--- config.mk ---
export PLATFORM = sky130hd
export DESIGN_NAME = receptor_ascii
export DESIGN_NICKNAME = d
export VERILOG_FILES = /design/src/rtl/receptor_ascii.sv
export SDC_FILE = /design/constraint.sdc
export NUM_CORES = 1
export LEC_CHECK = 0
export CORE_MARGIN = 1.5
export CORE_UTILIZATION = 40
export CTS_CLUSTER_SIZE = 12
export DETAILED_ROUTE_END_ITERATION = 8
export SYNTH_ARGS = -nofsm -noshare
export SYNTH_HDL_FRONTEND = slang
export SYNTH_SLANG_ARGS = --single-unit
--- constraint.sdc ---
create_clock -name clock -period 2.6 [get_ports clock]
set_clock_uncertainty 0.2 [all_clocks]
set_input_delay 0.39 -clock clock [delete_from_list [all_inputs] [get_ports clock]]
set_output_delay 0.39 -clock clock [all_outputs]
set_load 0.005 [all_outputs]
--- src/rtl/receptor_ascii.sv ---
// -----------------------------------------------------------------------------
// receptor_ascii
//
// Serial receiver for 7-bit ASCII messages using 7O1 frames: one start bit,
// seven data bits LSB first, one odd-parity bit and one stop bit, at a fixed
// CICLOS_BIT clocks per bit. Received characters are collected into an
// 8-slot message buffer. A message closes on TERMINADOR (which is stored) or
// when the 8th character arrives. The whole buffer is then presented in
// parallel together with a one-cycle pronto pulse.
//
// Ports:
//   clock           system clock
//   reset           synchronous, active-high; clears every register
//   entrada_serial  serial line, idle high, asynchronous to clock
//   dados_ascii     message buffer; character i on bits [7i+6:7i], i=0 first
//   num_caracteres  characters stored in the current message (0..8)
//   pronto          one-cycle pulse when a message closes
//   erro            sticky parity/framing error flag for the current message
//   db_estado       current FSM state code, for debug
// -----------------------------------------------------------------------------
module receptor_ascii #(
    parameter int         CICLOS_BIT = 434,
    parameter logic [6:0] TERMINADOR = 7'h23
) (
    input  logic        clock,
    input  logic        reset,
    input  logic        entrada_serial,
    output logic [55:0] dados_ascii,
    output logic [3:0]  num_caracteres,
    output logic        pronto,
    output logic        erro,
    output logic [3:0]  db_estado
);

    localparam int CNT_W = $clog2(CICLOS_BIT);
    // Last cycle of a full bit period and of the half period to the start-bit centre.
    localparam logic [CNT_W-1:0] FIM_BIT  = CNT_W'(CICLOS_BIT - 1);
    localparam logic [CNT_W-1:0] MEIO_BIT = CNT_W'(CICLOS_BIT / 2 - 1);

    typedef enum logic [3:0] {
        INICIAL  = 4'd0,
        ESPERA   = 4'd1,
        START    = 4'd2,
        DADOS    = 4'd3,
        PARIDADE = 4'd4,
        STOP     = 4'd5,
        ARMAZENA = 4'd6,
        FIM      = 4'd7
    } estado_t;

    // True when data plus parity bit hold an odd number of ones.
    function automatic logic paridade_ok(input logic [6:0] dado, input logic bit_par);
        return ^{dado, bit_par};
    endfunction

    logic             sync1_r;
    logic             sync2_r;
    logic             rx_s;
    estado_t          estado_r;
    estado_t          estado_next_s;
    logic [CNT_W-1:0] cnt_r;
    logic [2:0]       bit_cnt_r;
    logic [6:0]       shift_r;
    logic             erro_quadro_r;
    logic             msg_nova_r;
    logic [55:0]      dados_r;
    logic [3:0]       num_r;
    logic             erro_r;
    logic             pronto_r;
    logic             fim_bit_s;
    logic             meio_bit_s;
    logic [2:0]       slot_s;
    logic [3:0]       num_apos_s;
    logic             fecha_s;
    logic [55:0]      dados_prox_s;
    logic             erro_prox_s;

    assign rx_s = sync2_r;

    // Two-flop synchronizer for the asynchronous serial line; resets to idle high.
    always_ff @(posedge clock) begin
        if (reset) begin
            sync1_r <= 1'b1;
            sync2_r <= 1'b1;
        end else begin
            sync1_r <= entrada_serial;
            sync2_r <= sync1_r;
        end
    end

    // Bit-period timing flags.
    always_comb begin
        fim_bit_s  = (cnt_r == FIM_BIT);
        meio_bit_s = (cnt_r == MEIO_BIT);
    end

    // Storage decisions for the character being written in ARMAZENA.
    // The first character after a close (or reset) starts a fresh buffer.
    always_comb begin
        slot_s       = 3'd0;
        num_apos_s   = 4'd0;
        dados_prox_s = 56'd0;
        erro_prox_s  = 1'b0;
        if (msg_nova_r) begin
            slot_s       = 3'd0;
            num_apos_s   = 4'd1;
            dados_prox_s = 56'd0;
            erro_prox_s  = erro_quadro_r;
        end else begin
            slot_s       = num_r[2:0];
            num_apos_s   = num_r + 4'd1;
            dados_prox_s = dados_r;
            erro_prox_s  = erro_r | erro_quadro_r;
        end
        dados_prox_s[slot_s * 6'd7 +: 7] = shift_r;
        fecha_s = (shift_r == TERMINADOR) || (num_apos_s == 4'd8);
    end

    // FSM state register.
    always_ff @(posedge clock) begin
        if (reset) begin
            estado_r <= INICIAL;
        end else begin
            estado_r <= estado_next_s;
        end
    end

    // FSM next-state logic.
    always_comb begin
        estado_next_s = estado_r;
        case (estado_r)
            INICIAL: begin
                estado_next_s = ESPERA;
            end
            ESPERA: begin
                if (rx_s == 1'b0) begin
                    estado_next_s = START;
                end else begin
                    estado_next_s = ESPERA;
                end
            end
            START: begin
                // A line already back high at mid start bit is a glitch.
                if (meio_bit_s) begin
                    if (rx_s == 1'b1) begin
                        estado_next_s = ESPERA;
                    end else begin
                        estado_next_s = DADOS;
                    end
                end else begin
                    estado_next_s = START;
                end
            end
            DADOS: begin
                if (fim_bit_s && (bit_cnt_r == 3'd6)) begin
                    estado_next_s = PARIDADE;
                end else begin
                    estado_next_s = DADOS;
                end
            end
            PARIDADE: begin
                if (fim_bit_s) begin
                    estado_next_s = STOP;
                end else begin
                    estado_next_s = PARIDADE;
                end
            end
            STOP: begin
                if (fim_bit_s) begin
                    estado_next_s = ARMAZENA;
                end else begin
                    estado_next_s = STOP;
                end
            end
            ARMAZENA: begin
                if (fecha_s) begin
                    estado_next_s = FIM;
                end else begin
                    estado_next_s = ESPERA;
                end
            end
            FIM: begin
                estado_next_s = ESPERA;
            end
            default: begin
                estado_next_s = INICIAL;
            end
        endcase
    end

    // Bit timing, data deserialization and per-frame error capture.
    always_ff @(posedge clock) begin
        if (reset) begin
            cnt_r         <= '0;
            bit_cnt_r     <= 3'd0;
            shift_r       <= 7'd0;
            erro_quadro_r <= 1'b0;
        end else begin
            case (estado_r)
                ESPERA: begin
                    cnt_r         <= '0;
                    bit_cnt_r     <= 3'd0;
                    erro_quadro_r <= 1'b0;
                end
                START: begin
                    if (meio_bit_s) begin
                        cnt_r <= '0;
                    end else begin
                        cnt_r <= cnt_r + 1'b1;
                    end
                end
                DADOS: begin
                    // Shift in from the top so the first bit ends at bit 0.
                    if (fim_bit_s) begin
                        cnt_r     <= '0;
                        shift_r   <= {rx_s, shift_r[6:1]};
                        bit_cnt_r <= bit_cnt_r + 3'd1;
                    end else begin
                        cnt_r <= cnt_r + 1'b1;
                    end
                end
                PARIDADE: begin
                    if (fim_bit_s) begin
                        cnt_r <= '0;
                        if (!paridade_ok(shift_r, rx_s)) begin
                            erro_quadro_r <= 1'b1;
                        end
                    end else begin
                        cnt_r <= cnt_r + 1'b1;
                    end
                end
                STOP: begin
                    if (fim_bit_s) begin
                        cnt_r <= '0;
                        if (rx_s == 1'b0) begin
                            erro_quadro_r <= 1'b1;
                        end
                    end else begin
                        cnt_r <= cnt_r + 1'b1;
                    end
                end
                default: begin
                    cnt_r <= '0;
                end
            endcase
        end
    end

    // Message buffer, character count and sticky error; change only in ARMAZENA.
    always_ff @(posedge clock) begin
        if (reset) begin
            dados_r    <= 56'd0;
            num_r      <= 4'd0;
            erro_r     <= 1'b0;
            msg_nova_r <= 1'b1;
        end else if (estado_r == ARMAZENA) begin
            dados_r    <= dados_prox_s;
            num_r      <= num_apos_s;
            erro_r     <= erro_prox_s;
            msg_nova_r <= fecha_s;
        end
    end

    // Registered pronto: high exactly while the FSM sits in FIM.
    always_ff @(posedge clock) begin
        if (reset) begin
            pronto_r <= 1'b0;
        end else begin
            pronto_r <= (estado_next_s == FIM);
        end
    end

    assign dados_ascii    = dados_r;
    assign num_caracteres = num_r;
    assign erro           = erro_r;
    assign pronto         = pronto_r;
    assign db_estado      = estado_r;

endmodule

==> results of run 1 <==
## area by class of cell
class                      count  area [um^2]  area share
clock buffer                   9        123.9     0.02559
clock inverter                 7        86.33     0.01783
inverter                       7        26.28    0.005428
multi-input combinational    308         1911      0.3947
sequential                    88         1762      0.3639
tap                          129        161.4     0.03334
timing repair buffer          81        770.7      0.1592
## metal layers
| metal | up-vias | routed length (um) | track usage |
|---|---|---|---|
| li1 | 1627 | - | - |
| met1 | 1535 | 4657 | 0.2630 |
| met2 | 79 | 4108 | 0.2952 |
| met3 | 9 | 402 | 0.03814 |
| met4 | 0 | 108 | 0.05850 |
| met5 | - | 0 | 0 |
## worst paths after layout
check / from / endpoint / cells past startpoint / slack [ps]
min: sync1_r$_SDFF_PP1_ / rx_s$_SDFF_PP1_ / 1 / 210
max: msg_nova_r$_SDFFE_PP1P_ / dados_ascii[30]$_SDFFE_PP0P_ / 6 / 240
max reg2reg: msg_nova_r$_SDFFE_PP1P_ / dados_ascii[30]$_SDFFE_PP0P_ / 6 / 240
min reg2reg: sync1_r$_SDFF_PP1_ / rx_s$_SDFF_PP1_ / 1 / 210
## cell usage in the layout (no fill, tap or decap), types with 2 or more instances in the layout
cell,count
a2111oi_2,2
a211oi_1,2
a21oi_1,35
a22oi_1,29
a31oi_2,4
and2_1,2
and3_1,5
and3b_1,2
buf_4,14
clkbuf_8,9
clkdlybuf4s50_1,66
dfxtp_1,88
ha_1,9
inv_1,7
inv_6,2
inv_8,2
mux2i_1,7
nand2_1,40
nand2b_1,4
nand3_1,39
nand3b_1,3
nand4_1,2
nor2_1,59
nor2b_1,3
nor3_1,4
nor3_2,6
o21ai_0,4
or2_2,3
or3_1,2
xnor2_1,12
xor2_1,5
## sequential cells by signal (all words and copies together), names as in the netlist
signal          flops
dados_ascii        56
cnt_r               9
shift_r             7
num_caracteres      4
bit_cnt_r           3
db_estado           3
erro                1
erro_quadro_r       1
msg_nova_r          1
pronto              1
rx_s                1
sync1_r             1
## synth_stat cells (all sizes together) (2+ instances only)
cell type,count
a211oi,2
a31oi,5
dfxtp,88
mux2i,7
and3,5
nand4,2
clkbuf,12
nand3,39
o21bai,2
a2111oi,2
inv,7
o21ai,5
nand2b,5
nor2b,3
buf,19
or2,4
ha,9
xnor2,13
nor3,10
and2,2
xor2,6
nor2,59
a21oi,35
or3,2
and3b,2
a22oi,29
nand2,40
nand3b,3
## power by group through the flow
stage | sequential (mW) | combinational (mW) | clock (mW)
2_1_floorplan | 1.39 | 0.0510 | 0
3_3_place_gp | 1.39 | 0.0716 | 0
3_5_place_dp | 1.39 | 0.0724 | 0
4_1_cts | 1.36 | 0.0724 | 1.03
5_1_grt | 1.36 | 0.0803 | 1.08
6_report | 1.36 | 0.0724 | 1.00
## metrics by stage
stage	utilization	setup slack [ps]	std cells	hold WS [ps]	power [mW]
after floorplan	-	505.6	434	189.5	1.440
after global placement	0.4999	261.5	613	190.5	1.461
after detailed placement	0.4999	129.1	613	192.8	1.462
after CTS	0.5227	110.5	629	215.3	2.460
after global routing	0.5239	8.711	629	235.0	2.519
final	0.5239	240.1	629	214.5	2.435
## kinds of logic after synthesis
| kind of cell | after synthesis | share of synthesized area |
|---|---|---|
| other | 1 | 0.0009795 |
| AND/OR/NAND/NOR | 184 | 0.2366 |
| XOR/XNOR | 19 | 0.05033 |
| flip-flops | 88 | 0.4601 |
| AO/OA/AOI/OAI | 88 | 0.1605 |
| buffers and inverters | 38 | 0.04379 |
| multiplexers | 7 | 0.01830 |
| adder cells (fa/ha/maj) | 9 | 0.02941 |
## worst max-delay path, cell delays in order, from the launching register on
cell	delay (ps)
dfxtp_1	470
nand2b_1	230
ha_1	400
xor2_4	340
nand4_1	350
nand3_1	190
a21oi_1	70
## what timing repair did
action                                  in CTS  in global routing
gates resized for setup                      0                  1
endpoints found under the hold margin        0                  0
endpoints found under the setup margin       0                  9
buffers inserted                             0                  0
==> impl_metrics.ini, run 1 <==
[yosys]
yosysUniqueCellTypes = 55
synthesized_instance_count = 434
ys_dominant_reg_cell = dfxtp_1
synthesis.area_per_instance_um2 = 8.822
synth_enable_flop_cells = 0
post-synth-top-area-cell = dfxtp_1
syn_area_um2 = 3829
synth-seq-cells = 88
post-synth-top-area-fraction = 0.4601
synthTopCellsByArea = dfxtp_1 46%, nor2_1 5.8%, a22oi_1 5.7%
sequential_element_share_of_the_synthesized_area = 0.4601
synthesis.yosys.warnings = 0
ys_async_sr_fraction = 0
syn-num-nets = 446

[power]
cellInternalPower_mw = 1.847
comb_power_share = 0.030
p_switching_mw = 0.5881
clock_power_share = 0.412
power.ir.vdd_worst_v = 0.0002933
netSwitchingFraction = 0.2415
p_leak_nw = 1.620
pwr-share-seq = 0.558
power_per_cell_area_nw_per_um2 = 503.0

[route]
postRouteWirelength_um = 9276
drc = 0
route.vias.total = 3250
vias_per_cell = 5.167
ant_nets = 0
dr.first_iter.drc_count = 135
drt_pass1_iterations = 5
routedWlPerCell_um = 14.75

[timing]
finalCritPeriodShare = 0.9077
finalSetupViolCount = 0
relSlewSlack = 0.5760
max_clock_freq_mhz = 423.7
unrepaired_setup_endpoints_after_global_routing = false
min_tclk_post_route_ps = 2360
setup-tns-final_ps = 0
slew_violations = 0
worstMarginPinSlew_ps = 636.1
hold_violation_total_from_the_final_report = 0

[worst_setup_path]
cp.required_ps = 2650
startpoint_type_of_the_worst_setup_path = register
critical_path.endpoint_type = register
timing.setup.critical_path_class = register to register
crit_path_max_fanout = 11
critical_path_arrival_ps = 2410

[cells_and_area]
final_cell_area_um2 = 4841
layout.filler_cells = 864
layout_nets = 507
antenna-diode-count = 0
area_growth_pct = 26.44
drive_gt1_frac = 0.1040

[clock_tree]
clk_pin_slew_worst_paths_ps = 100
cts_sinks = 88
cts_max_level = 3
ctsHoldBuffers = 0
cts-buffers-inserted = 9
clk_latency_ps = 360
maximum_clock_insertion_buffer_count = 2
tritoncts = yes
clock_root_cell = clkbuf_8

[run]
max_capacitance_violation_count = 0

[die]
start_util = 0.4144
width_of_the_die_um = 100.8
die-height_um = 100.8
rows = 35
placeableCoreArea_um2 = 9240
ios = 69
die_area_um2 = 10170

[grt]
track_usage = 0.1891
grt_max_degree = 36
grt_remaining_overflow = 0
antenna_violations_before_repair = 0
grt_pass1_vias = 2986
grt_first_pass_wirelength_um = 14920

[status]
run_status = finished clean

[place]
gp_congestion = 0.8370
place.detailed.hpwl_um = 6196
io_buffers = 67
postPlaceCellArea_um2 = 4619

[hold_path]
classification_of_the_worst_slack_hold_path = register to register
No activity file was read; power rests on OpenSTA's default activity.
==> inputs of run 2 (changes only) <==
--- a/config.mk
+++ b/config.mk
@@ -6,9 +6,11 @@
 export NUM_CORES = 1
 export LEC_CHECK = 0
 export CORE_MARGIN = 1.5
-export CORE_UTILIZATION = 40
+export CORE_UTILIZATION = 45
 export CTS_CLUSTER_SIZE = 12
 export DETAILED_ROUTE_END_ITERATION = 8
+export PLACE_DENSITY = 0.7
+export RECOVER_POWER = 100
 export SYNTH_ARGS = -nofsm -noshare
 export SYNTH_HDL_FRONTEND = slang
 export SYNTH_SLANG_ARGS = --single-unit
==> impl_metrics.ini, run 2 (synthesized netlist as in run 1, its figures left out) <==
[power]
power_per_cell_area_nw_per_um2 = 481.0
clock_power_share = 0.378
netSwitchingFraction = 0.2426
power.ir.vdd_worst_v = 0.0002436
cellInternalPower_mw = 1.737
comb_power_share = 0.029
pwr-share-seq = 0.593
p_switching_mw = 0.5564
p_leak_nw = 1.819

[timing]
finalCritPeriodShare = 0.9046
worstMarginPinSlew_ps = 1847
slew_violations = 43
unrepaired_setup_endpoints_after_global_routing = false
hold_violation_total_from_the_final_report = 0
finalSetupViolCount = 0
relSlewSlack = -0.2312
post-route-worst-setup-slack_ps = 248.2
max_clock_freq_mhz = 425.2
setup-tns-final_ps = 0
min_tclk_post_route_ps = 2352

[place]
dp_worst_setup_slack_ps = 206.1
io_buffers = 67
gp_congestion = 0.8424
place.detailed.hpwl_um = 6043

[die]
rows = 33
start_util = 0.4660
die_area_um2 = 9071
ios = 69
width_of_the_die_um = 95.24
placeableCoreArea_um2 = 8217
die-height_um = 95.24

[worst_setup_path]
critical_path_arrival_ps = 2430
cp.required_ps = 2670
crit_path_max_fanout = 11
timing.setup.critical_path_class = register to register
critical_path.endpoint_type = register
startpoint_type_of_the_worst_setup_path = register

[clock_tree]
post_cts.repair.setup_buffers = 0
cts_max_level = 3
clock_root_cell = clkbuf_8
ctsHoldBuffers = 0
clk_latency_ps = 350
cts_sinks = 88
maximum_clock_insertion_buffer_count = 2
clk_pin_slew_worst_paths_ps = 90
cts-buffers-inserted = 9
tritoncts = yes

[cells_and_area]
finalCoreUtilization = 0.5803
largest_register_ff_count = 56
antenna-diode-count = 0
drive_gt1_frac = 0.09780
area_growth_pct = 24.54
layout_nets = 508
layout.cells.most_common_list = 88 x dfxtp_1, 64 x dlygate4sd3_1, 59 x nor2_1
final_common_cell = dfxtp_1
layout.filler_cells = 760

[run]
max_capacitance_violation_count = 1

[route]
drt_pass1_iterations = 4
dr.first_iter.drc_count = 122
ant_nets = 0
route.vias.total = 3300
vias_per_cell = 5.446
drc = 0
routedWlPerCell_um = 14.95
postRouteWirelength_um = 9060

[hold_path]
classification_of_the_worst_slack_hold_path = register to register

[status]
violated_checks = capacitance limit, slew limit
run_status = finished with violations

[grt]
track_usage = 0.2168
grt_pass1_vias = 3136
grt_max_degree = 43
grt_remaining_overflow = 0
grt_first_pass_wirelength_um = 15240
antenna_violations_before_repair = 0
==> run 2: path summary, 6_finish.rpt <==
path / start / endpoint / slack (ps) / depth (start not counted)
hold reg to reg: sync1_r$_SDFF_PP1_ / rx_s$_SDFF_PP1_ / 220 / 1
setup reg to reg: msg_nova_r$_SDFFE_PP1P_ / dados_ascii[40]$_SDFFE_PP0P_ / 250 / 6
hold / removal: sync1_r$_SDFF_PP1_ / rx_s$_SDFF_PP1_ / 220 / 1
setup / recovery: msg_nova_r$_SDFFE_PP1P_ / dados_ascii[40]$_SDFFE_PP0P_ / 250 / 6
==> run 2: worst max-delay path, cell delays in order (launching register included) <==
cell,delay [ps]
dfxtp_1,490
nand2b_1,230
ha_1,400
xor2_4,180
nor3_2,500
a22oi_1,170
nor2_1,110
==> run 2: final cells by class <==
type                            instances  area [um^2]  share of cell area
Tap cell                              105        131.4             0.02755
Clock inverter                          6        50.05             0.01050
Multi-Input combinational cell        308         1906              0.3996
Timing Repair Buffer                   82        765.7              0.1606
Inverter                                7        26.28            0.005510
Sequential cell                        88         1762              0.3695
Clock buffer                           10        127.6             0.02676
==> run 2: power groups by stage <==
stage                     sequential, mW  clock, mW  combinational [mW]
final                               1.36      0.867              0.0667
after global routing                1.36      0.941              0.0741
after CTS                           1.36      0.877              0.0690
after detailed placement            1.39          0              0.0688
after global placement              1.39          0              0.0687
after floorplan                     1.39          0              0.0510
==> run 2: per-layer routing <==
layer,track usage,vias to the layer above,share of wire
li1,-,1637,-
met5,0,-,0
met4,0.07711,0,0.017
met3,0.03748,16,0.050
met1,0.2915,1552,0.48
met2,0.3481,95,0.45
==> run 2: timing repair <==
action | in CTS | in global routing
endpoints found under the setup margin | 0 | 1
gates resized for setup | 0 | 1
hold endpoints to repair | 0 | 0
==> run 2: metrics by stage <==
stage | power (mW) | hold slack, ps | cells | area (um^2)
after floorplan | 1.440 | 189.5 | 434 | 3829
after global placement | 1.461 | 193.5 | 590 | 4597
after detailed placement | 1.461 | 194.0 | 590 | 4597
after CTS | 2.306 | 215.3 | 606 | 4775
after global routing | 2.377 | 241.3 | 606 | 4768
final | 2.294 | 216.1 | 606 | 4768
==> inputs of run 3 (changes only) <==
--- a/config.mk
+++ b/config.mk
@@ -7,6 +7,7 @@
 export LEC_CHECK = 0
 export CORE_MARGIN = 1.5
 export CORE_UTILIZATION = 45
+export CTS_BUF_LIST = sky130_fd_sc_hd__clkbuf_4
 export CTS_CLUSTER_SIZE = 12
 export DETAILED_ROUTE_END_ITERATION = 8
 export PLACE_DENSITY = 0.7
==> impl_metrics.ini, run 3 (synthesized netlist as in run 1, its figures left out) <==
[die]
start_util = 0.4660
width_of_the_die_um = 95.24
ios = 69
die_area_um2 = 9071
placeableCoreArea_um2 = 8217
rows = 33
die-height_um = 95.24

[route]
drc = 0
route.vias.total = 3277
ant_nets = 0
dr.first_iter.drc_count = 127
routedWlPerCell_um = 14.88
postRouteWirelength_um = 9035
drt_pass1_iterations = 4
vias_per_cell = 5.399

[worst_setup_path]
timing.critical_path.slowest_cell_delay_ps = 500
critical-path-top-delay-family = simple AND/OR/NAND/NOR gates
worstPathCellList = nand2b_1 > ha_1 > xor2_4 > nor3_2 > a22oi_1 > nor2_1
cp.required_ps = 2760
critical_path_arrival_ps = 2510
timing.setup.critical_path_class = register to register
cp_num_buf_inv = 0
crit_path_max_fanout = 11
cp_slowest_cell = dfxtp_1
critical_path.endpoint_type = register
startpoint_type_of_the_worst_setup_path = register

[place]
place.detailed.hpwl_um = 6043
postPlaceCellArea_um2 = 4597
io_buffers = 67
gp_congestion = 0.8424

[timing]
finalCritPeriodShare = 0.9058
setup-tns-final_ps = 0
worstMarginPinSlew_ps = 1871
max_clock_freq_mhz = 424.6
unrepaired_setup_endpoints_after_global_routing = false
relSlewSlack = -0.2474
slew_violations = 43
finalSetupViolCount = 0
hold_violation_total_from_the_final_report = 0
min_tclk_post_route_ps = 2355
hold-worst-slack_ps = 227.3

[grt]
grt_max_degree = 43
grt_remaining_overflow = 0
grt_pass1_vias = 3122
grt_first_pass_wirelength_um = 15170
antenna_violations_before_repair = 1
track_usage = 0.2174

[cells_and_area]
layout.filler_cells = 772
area_growth_pct = 23.07
largest_register_ff_count = 56
layout.cells.most_common_list = 88 x dfxtp_1, 64 x dlygate4sd3_1, 59 x nor2_1
finalCoreUtilization = 0.5735
drive_gt1_frac = 0.09581
final_common_cell = dfxtp_1
final_cell_area_um2 = 4712
layout_nets = 508

[clock_tree]
cts-buffers-inserted = 9
ctsHoldBuffers = 0
maximum_clock_insertion_buffer_count = 2
cts_max_level = 3
clock_root_cell = clkbuf_4
clk_latency_ps = 430
clk_pin_slew_worst_paths_ps = 140
tritoncts = yes
cts_sinks = 88

[power]
p_leak_nw = 1.805
power_per_cell_area_nw_per_um2 = 453.8
power.ir.vdd_worst_v = 0.0002583

[status]
violated_checks = capacitance limit, slew limit
run_status = finished with violations

[run]
max_capacitance_violation_count = 1

[hold_path]
classification_of_the_worst_slack_hold_path = register to register
==> run 3: changes by cell type in the layout (fill, tap and decap cells not counted), sizes merged <==
cell and delta:
diode +1, buf +2, clkbuf -2
==> run 3: final timing paths <==
check	from	endpoint	slack (ps)	depth (start not counted)
min reg2reg	sync1_r$_SDFF_PP1_	rx_s$_SDFF_PP1_	230	1
min	sync1_r$_SDFF_PP1_	rx_s$_SDFF_PP1_	230	1
max reg2reg	msg_nova_r$_SDFFE_PP1P_	dados_ascii[40]$_SDFFE_PP0P_	240	6
max	msg_nova_r$_SDFFE_PP1P_	dados_ascii[40]$_SDFFE_PP0P_	240	6
==> run 3: layout make-up <==
type / instances / area, um^2 / area share
antenna: 1 / 2.502 / 0.0005311
clock buffer: 10 / 75.07 / 0.01593
clock inverter: 6 / 50.05 / 0.01062
inverter: 7 / 26.28 / 0.005576
multi-input combinational: 308 / 1894 / 0.4020
sequential: 88 / 1762 / 0.3739
tap: 105 / 131.4 / 0.02788
timing repair buffer: 82 / 770.7 / 0.1636
==> run 3: per-layer routing <==
layer / share of wire / wire length [um] / track usage
met1: 0.48 / 4300 / 0.2914
met2: 0.46 / 4121 / 0.3452
met3: 0.051 / 463 / 0.03907
met4: 0.016 / 149 / 0.08582
met5: 0 / 0 / 0
==> run 3: through the flow <==
stage	worst slack [ps]	total power [mW]	cells
6_report	244.9	2.138	607
5_1_grt	57.63	2.229	607
4_1_cts	179.3	2.154	606
3_5_place_dp	206.1	1.461	590
3_3_place_gp	289.0	1.461	590
2_1_floorplan	505.6	1.440	434
==> run 3: report_power, final <==
group          switching, mW  internal (mW)
clock network          0.491          0.219
registers            0.00763           1.35
logic                 0.0405         0.0254
==> run 3: what timing repair did <==
item	CTS	global route
endpoints found under the setup margin	0	2
setup buffers	0	0
gates resized for setup	0	1
